**src/rtl/fifo_rd_sched_if.sv**
```systemverilog
// Handshake and data bundle between the read-side job sequencer and its environment.
interface fifo_rd_sched_if #(
   parameter int unsigned WIDTH = 32,
   parameter int unsigned LEN_W = 8
);
   logic             start;
   logic [LEN_W-1:0] cfg_len;
   logic             busy;
   logic             done;
   logic             fifo_rinc;
   logic             fifo_rempty;
   logic [WIDTH-1:0] fifo_rdata;
   logic             out_valid;
   logic             out_ready;
   logic [WIDTH-1:0] out_data;
   logic             out_last;

   // Sequencer side
   modport slave (
      input  start, cfg_len, fifo_rempty, fifo_rdata, out_ready,
      output busy, done, fifo_rinc, out_valid, out_data, out_last
   );

   // Environment side (job requester, FIFO and downstream sink)
   modport master (
      output start, cfg_len, fifo_rempty, fifo_rdata, out_ready,
      input  busy, done, fifo_rinc, out_valid, out_data, out_last
   );
endinterface

```
**src/rtl/fifo_rd_sched.sv**
```systemverilog
// Read-side job sequencer: pops cfg_len words from the SRAM FIFO, absorbs its read
// latency in a credit-checked buffer and streams the words out with a last marker.
module fifo_rd_sched #(
   parameter int unsigned WIDTH  = 32,
   parameter int unsigned RD_LAT = 2,
   parameter int unsigned DEPTH  = 4,
   parameter int unsigned LEN_W  = 8
) (
   input  logic           rclk,
   input  logic           rst_n,
   fifo_rd_sched_if.slave bus
);
   localparam int unsigned PTR_W = (DEPTH > 1) ? $clog2(DEPTH) : 1;
   localparam int unsigned OCC_W = $clog2(DEPTH + 1);
   localparam int unsigned IFL_W = $clog2(RD_LAT + 1);

   typedef enum logic [1:0] {S_IDLE, S_ISSUE, S_DRAIN, S_DONE} state_e;

   state_e           state_q, state_d;
   logic [LEN_W-1:0] job_len_q, job_len_d;
   logic [LEN_W-1:0] issued_q, issued_d;
   logic [LEN_W-1:0] sent_q, sent_d;
   logic [RD_LAT-1:0] vld_q;
   logic [WIDTH-1:0] mem_q [DEPTH];
   logic [PTR_W-1:0] wr_ptr_q, rd_ptr_q;
   logic [OCC_W-1:0] occ_q;
   logic [IFL_W-1:0] inflight;
   logic             rinc, push, pop, out_valid, out_last, credit_ok;

   // Number of pops whose data has not yet reached the buffer
   always_comb begin
      inflight = '0;
      for (int i = 0; i < RD_LAT; i++) inflight = inflight + IFL_W'(vld_q[i]);
   end

   assign out_valid = (occ_q != '0);
   assign pop       = out_valid && bus.out_ready;
   assign push      = vld_q[RD_LAT-1];
   assign credit_ok = (32'(occ_q) + 32'(inflight)) < DEPTH;
   assign out_last  = out_valid && (sent_q == job_len_q - LEN_W'(1));

   assign bus.fifo_rinc = rinc;
   assign bus.busy      = (state_q != S_IDLE);
   assign bus.done      = (state_q == S_DONE);
   assign bus.out_valid = out_valid;
   assign bus.out_last  = out_last;
   assign bus.out_data  = mem_q[rd_ptr_q];

   // State and job counter registers
   always_ff @(posedge rclk or negedge rst_n) begin
      if (!rst_n) begin
         state_q   <= S_IDLE;
         job_len_q <= '0;
         issued_q  <= '0;
         sent_q    <= '0;
      end else begin
         state_q   <= state_d;
         job_len_q <= job_len_d;
         issued_q  <= issued_d;
         sent_q    <= sent_d;
      end
   end

   // Next-state, pop issue and counter updates
   always_comb begin
      state_d   = state_q;
      job_len_d = job_len_q;
      issued_d  = issued_q;
      sent_d    = sent_q;
      rinc      = 1'b0;
      if (pop) sent_d = sent_q + LEN_W'(1);
      case (state_q)
         S_IDLE: begin
            if (bus.start) begin
               job_len_d = bus.cfg_len;
               issued_d  = '0;
               sent_d    = '0;
               state_d   = (bus.cfg_len != '0) ? S_ISSUE : S_DONE;
            end
         end
         S_ISSUE: begin
            rinc = !bus.fifo_rempty && (issued_q < job_len_q) && credit_ok;
            if (rinc) begin
               issued_d = issued_q + LEN_W'(1);
               if (issued_d == job_len_q) state_d = S_DRAIN;
            end
         end
         S_DRAIN: begin
            if (pop && out_last) state_d = S_DONE;
         end
         S_DONE: state_d = S_IDLE;
         default: state_d = S_IDLE;
      endcase
   end

   // In-flight pipe and circular output buffer
   always_ff @(posedge rclk or negedge rst_n) begin
      if (!rst_n) begin
         vld_q    <= '0;
         wr_ptr_q <= '0;
         rd_ptr_q <= '0;
         occ_q    <= '0;
         for (int i = 0; i < DEPTH; i++) mem_q[i] <= '0;
      end else begin
         vld_q[0] <= rinc;
         for (int i = 1; i < RD_LAT; i++) vld_q[i] <= vld_q[i-1];
         if (push) begin
            mem_q[wr_ptr_q] <= bus.fifo_rdata;
            wr_ptr_q <= (wr_ptr_q == PTR_W'(DEPTH - 1)) ? '0 : wr_ptr_q + PTR_W'(1);
         end
         if (pop) begin
            rd_ptr_q <= (rd_ptr_q == PTR_W'(DEPTH - 1)) ? '0 : rd_ptr_q + PTR_W'(1);
         end
         if (push && !pop)      occ_q <= occ_q + OCC_W'(1);
         else if (!push && pop) occ_q <= occ_q - OCC_W'(1);
      end
   end
endmodule

```
**src/flat_wrapper.sv**
```systemverilog
// flat-port wrapper written by rule: the top's interface ports become plain ports
module fifo_rd_sched_flat 
#(
   parameter int unsigned WIDTH  = 32,
   parameter int unsigned RD_LAT = 2,
   parameter int unsigned DEPTH  = 4,
   parameter int unsigned LEN_W  = 8
)
  (rclk, rst_n, bus_start, bus_cfg_len, bus_fifo_rempty, bus_fifo_rdata, bus_out_ready, bus_busy, bus_done, bus_fifo_rinc, bus_out_valid, bus_out_data, bus_out_last);
  fifo_rd_sched_if #(.WIDTH(WIDTH), .LEN_W(LEN_W)) bus_i ();
  input  logic rclk;
  input  logic rst_n;
  input wire logic [$bits(bus_i.start)-1:0] bus_start;
  input wire logic [$bits(bus_i.cfg_len)-1:0] bus_cfg_len;
  input wire logic [$bits(bus_i.fifo_rempty)-1:0] bus_fifo_rempty;
  input wire logic [$bits(bus_i.fifo_rdata)-1:0] bus_fifo_rdata;
  input wire logic [$bits(bus_i.out_ready)-1:0] bus_out_ready;
  output wire logic [$bits(bus_i.busy)-1:0] bus_busy;
  output wire logic [$bits(bus_i.done)-1:0] bus_done;
  output wire logic [$bits(bus_i.fifo_rinc)-1:0] bus_fifo_rinc;
  output wire logic [$bits(bus_i.out_valid)-1:0] bus_out_valid;
  output wire logic [$bits(bus_i.out_data)-1:0] bus_out_data;
  output wire logic [$bits(bus_i.out_last)-1:0] bus_out_last;
  assign bus_i.start = bus_start;
  assign bus_i.cfg_len = bus_cfg_len;
  assign bus_i.fifo_rempty = bus_fifo_rempty;
  assign bus_i.fifo_rdata = bus_fifo_rdata;
  assign bus_i.out_ready = bus_out_ready;
  assign bus_busy = bus_i.busy;
  assign bus_done = bus_i.done;
  assign bus_fifo_rinc = bus_i.fifo_rinc;
  assign bus_out_valid = bus_i.out_valid;
  assign bus_out_data = bus_i.out_data;
  assign bus_out_last = bus_i.out_last;
  fifo_rd_sched #(.WIDTH(WIDTH), .RD_LAT(RD_LAT), .DEPTH(DEPTH), .LEN_W(LEN_W)) u_core (.rclk(rclk), .rst_n(rst_n), .bus(bus_i));
endmodule
```
**config.mk**
```make
export PLATFORM = sky130hd
export DESIGN_NAME = fifo_rd_sched_flat
export DESIGN_NICKNAME = d
export VERILOG_FILES = /design/src/rtl/fifo_rd_sched_if.sv /design/src/rtl/fifo_rd_sched.sv /design/src/flat_wrapper.sv
export SDC_FILE = /design/constraint.sdc
export NUM_CORES = 1
export LEC_CHECK = 0
export CAP_MARGIN = 10
export CORE_ASPECT_RATIO = 0.7
export CORE_MARGIN = 3
export CORE_UTILIZATION = 50
export CTS_BUF_LIST = sky130_fd_sc_hd__clkbuf_4 sky130_fd_sc_hd__clkbuf_8
export DETAILED_ROUTE_END_ITERATION = 10
export GPL_TIMING_DRIVEN = 0
export PLACE_DENSITY = 0.71
export SKIP_CTS_REPAIR_TIMING = 1
export SYNTH_ARGS = -nofsm -noshare
export SYNTH_HDL_FRONTEND = slang
export SYNTH_SLANG_ARGS = --single-unit
```
**constraint.sdc**
```tcl
create_clock -name rclk -period 5.5 [get_ports rclk]
set_input_delay 1.1 -clock rclk [delete_from_list [all_inputs] [get_ports rclk]]
set_output_delay 1.1 -clock rclk [all_outputs]
set_load 0.05 [all_outputs]
```
==> summary by stage <==
Drt
The total via count in the routed design is around 5.0k. The total wire length is 16100 um. For this block, the initial DRC count from the detailed router was roughly 350. In the final routed layout, each cell accounts on average for between 15 and 20 um.

The iteration count of the initial detailed-routing pass is 5. After detailed routing, the number of vias per cell comes to roughly 5.6. The post-route DRC violation count is 0. The count of nets left with antenna violations once routing finished came out at 0.

STA
Headroom to the max-slew limit came out at a little under two fifths. Setup repair after global routing left no endpoint under its margin. Setup violations remaining at the end of the flow were counted as 0.

Between clock sinks in the finished design, the worst skew comes to 0.0161 ns. The final critical path takes up ~83% of the cycle. The final period demand of the worst path is 4.57 ns. The number of failing hold endpoints at the final stage is 0. The upper clock frequency limit is between 0.2 and 0.25 GHz. The pin slew with the least headroom to its limit is 0.925 ns.

For the final routed database, the setup TNS stands at 0 ns. The final max-slew violation count is 0.

GRT
The remaining global-route overflow is 0. The number of global-route vias before repair was 5162. Global routing used between 20% and 30% of the available met2 tracks. For this run, global-route usage on met3 was measured as under 10%. The first global-routing pass estimated 27000 um of wire.

After global routing, the most crowded layer is met1. The number of antenna violations at the first check in global routing is 0. The all-layer global routing usage is between 10% and 20%. Global routing used ~30% of the available met1 tracks. The pin count of the biggest net entering global routing is between 90 and 100.

Critical path
The largest fanout on the critical path is 4. The slowest cell on the critical path is clkdlybuf4s50_1. The cell depth of the worst flop-to-flop path is 10. The data arrival time at the worst-slack endpoint is ~3.5 ns. The worst register-to-register path ends at u_core.issued_q[5]. The launch point of the worst reg-to-reg path is u_core.job_len_q[5]. The delay of the slowest cell on the worst path is between 0.8 and 0.9 ns. The kind of cell adding the most delay to the critical path is buffers and inverters.

The worst setup path is launched from a primary input. By instance count, the cell type seen most on the critical path is clkdlybuf4s50_1. The setup check on the worst reg-to-reg path leaves a slack of 2.64 ns. For the worst setup path, the data required time is between 4 and 5 ns.

The worst setup path is captured at an output pin. Walking the worst path, the cells encountered are clkdlybuf4s50_1 > a2111oi_0 > o21ai_0 > a31oi_1 > and2_1 > clkdlybuf4s50_1. The worst setup path is of the in2out kind. Together, buffers and inverters on the worst path number 2.

Floorplan
The count of boundary I/O pins is 82. From left edge to right edge, the die measures about 160 um. The floorplan die area is about 17000 um2. The floorplan has 37 rows. The floorplan step set the die height to 110 um. The initial utilization of the core area, before any placement, comes to between 50% and 60%. The core area is 15000 um2.

Final layout
The final core area utilization is approximately 62%. The number of antenna cells inserted is 0. The layout overhead on the synthesized area is 19.1%. The fill cell total of the finished layout is 1144.

The area of all placed cells without fillers is between 9000 and 10000 um2. In the final layout, the share of cells above drive strength 1 is 29.0%. The number of nets in the final layout is 738.

Synthesis
Synthesis produced 569 cells. In the post-synthesis netlist, the biggest area contributors are dfrtp_1 52%, mux2_2 19%, mux4_2 9.3%. Summed over all instances, the cell type with the most area after synthesis is dfrtp_1.

The synthesized area divided by synthesized cell count is between 10 and 15 um2. The mapped netlist covers roughly 8000 um2. By count the netlist is led by 163 x dfrtp_1, 130 x mux2_2, 32 x mux4_2. The part of the Yosys area used for sequential elements is about 52%. The area share of the leading cell type in the synthesized netlist is between 50% and 60%. The distinct cell type count after synthesis is 42. Synthesis produced a netlist with a net count of 637. The share of synthesized registers carrying an async set or reset is 100%.

Among all cell types in the netlist, the one instantiated most often is dfrtp_1. The leading register cell type out of synthesis is dfrtp_1. In this run, synthesis produced a sequential element count of 163. In this run, synthesis inferred 0 flip-flops with an integrated enable.

During synthesis, Yosys emitted a total of 0 warnings.

Clock tree
The insertion delay to the later sink of the worst-skew pair is 0.45 ns. The number of clock buffers added by TritonCTS is 17. The clock tree from TritonCTS is yes.

The maximum buffer depth of the clock tree is 2. The clock input transition at the sequential cells of the worst setup and hold paths is roughly 0.090 ns. The tree built by TritonCTS fans out to 163 sinks. The cell chosen for the clock root is clkbuf_8. CTS built an H-tree with a depth of 4.

Job
The total of max-cap violations is 0.

Pwr
The worst voltage drop across the vdd grid is roughly 0.53 mV. The design draws 0.00617 W. In this run the power density over the cells is between 600 and 700 nW/um2.

The reported leakage power is a little under 4 nW.

Place
During placement, the flow inserted port buffers numbering 81. Summing all placed instances gives a cell area of slightly below 9000 um2. The half-perimeter wire length after placement is 11300 um. The routability congestion estimate from global placement is about 0.83.

Run status
The flow ran to the end, and the final reports show no timing, DRC or antenna violations.

Worst hold path
For hold timing, the worst endpoint is u_core.vld_q[1]. The startpoint identified for the worst hold timing path is u_core.vld_q[0]. In this run the worst hold path is classified as reg2reg.

Counting instances, the worst hold path has a depth of 0.
[metal layers]
metal	vias to the layer above	part of all wire [%]
li1	2270	-
met1	2536	48
met4	0	0.79
met5	-	0
met3	13	5.3
met2	135	45
[power by group]
part | internal (W) | switching, W | total [W]
Sequential | 0.00176 | 0.000312 | 0.00208
Combinational | 0.00143 | 0.00177 | 0.00320
Clock | 0.000419 | 0.000480 | 0.000898
[cell families after synthesis]
| family | count (synthesis) | share of synthesized area, % |
|---|---|---|
| AND/OR/NAND/NOR | 94 | 6.15 |
| buffers and inverters | 51 | 2.47 |
| AO/OA/AOI/OAI | 45 | 3.63 |
| flip-flops | 163 | 52.4 |
| multiplexers | 167 | 28.7 |
| XOR/XNOR | 26 | 2.92 |
| adder cells (fa/ha/maj) | 23 | 3.79 |
[registers in the layout, indices dropped and copies added (netlist names)]
signal / cells
u_core.issued_q: 8
u_core.job_len_q: 8
u_core.mem_q: 128
u_core.occ_q: 3
u_core.rd_ptr_q: 2
u_core.sent_q: 8
u_core.state_q: 2
u_core.vld_q: 2
u_core.wr_ptr_q: 2
[how the worst max path moves through the flow]
stage / depth (start not counted) / startpoint / endpoint
floorplan: 6 / u_core.job_len_q[2] / bus_out_last
global placement: 1 / rst_n / u_core.mem_q[59]
detailed placement: 6 / bus_fifo_rempty / bus_fifo_rinc
CTS: 6 / bus_fifo_rempty / bus_fifo_rinc
global route: 9 / u_core.job_len_q[5] / bus_fifo_rinc
finish: 6 / bus_fifo_rempty / bus_fifo_rinc
[metrics by stage]
stage / cells / worst slack, ns / hold WS, ns
global route: 878 / 0.745 / 0.416
global placement: 845 / -2.97 / 0.368
CTS: 878 / 0.922 / 0.400
finish: 878 / 0.931 / 0.391
floorplan: 569 / 1.66 / 0.357
detailed placement: 846 / 0.914 / 0.372
[cell usage in the layout (no fill, tap or decap), drive strengths merged, types with 3 or more instances in the layout]
cell type | synthesis | routed
nor3 | 6 | 6
buf | 15 | 17
nor4 | 4 | 4
or3 | 3 | 3
ha | 22 | 22
a21oi | 11 | 11
clkdlybuf4s50 | 0 | 80
xnor2 | 14 | 14
nor2 | 17 | 17
clkbuf | 18 | 35
and3 | 7 | 7
mux4 | 32 | 32
a21o | 3 | 3
o21ai | 17 | 17
nand4 | 7 | 7
inv | 18 | 24
nand2 | 25 | 25
dfrtp | 163 | 163
nand2b | 4 | 4
mux2 | 130 | 130
mux2i | 5 | 5
clkinv | 0 | 5
and2 | 3 | 3
xor2 | 12 | 12
nand3 | 11 | 11
a211o | 3 | 3
[final cells by class]
| class | instances | area [um2] | area share, % |
|---|---|---|---|
| Sequential cell | 163 | 4080 | 43.9 |
| Multi-Input combinational cell | 355 | 3520 | 37.9 |
| Timing Repair Buffer | 82 | 840 | 9.04 |
| Tap cell | 195 | 244 | 2.63 |
| Clock buffer | 17 | 234 | 2.52 |
| Clock inverter | 15 | 174 | 1.87 |
| Buffer | 33 | 125 | 1.35 |
| Inverter | 18 | 67.6 | 0.728 |
Power figures use the tool's default switching activity.
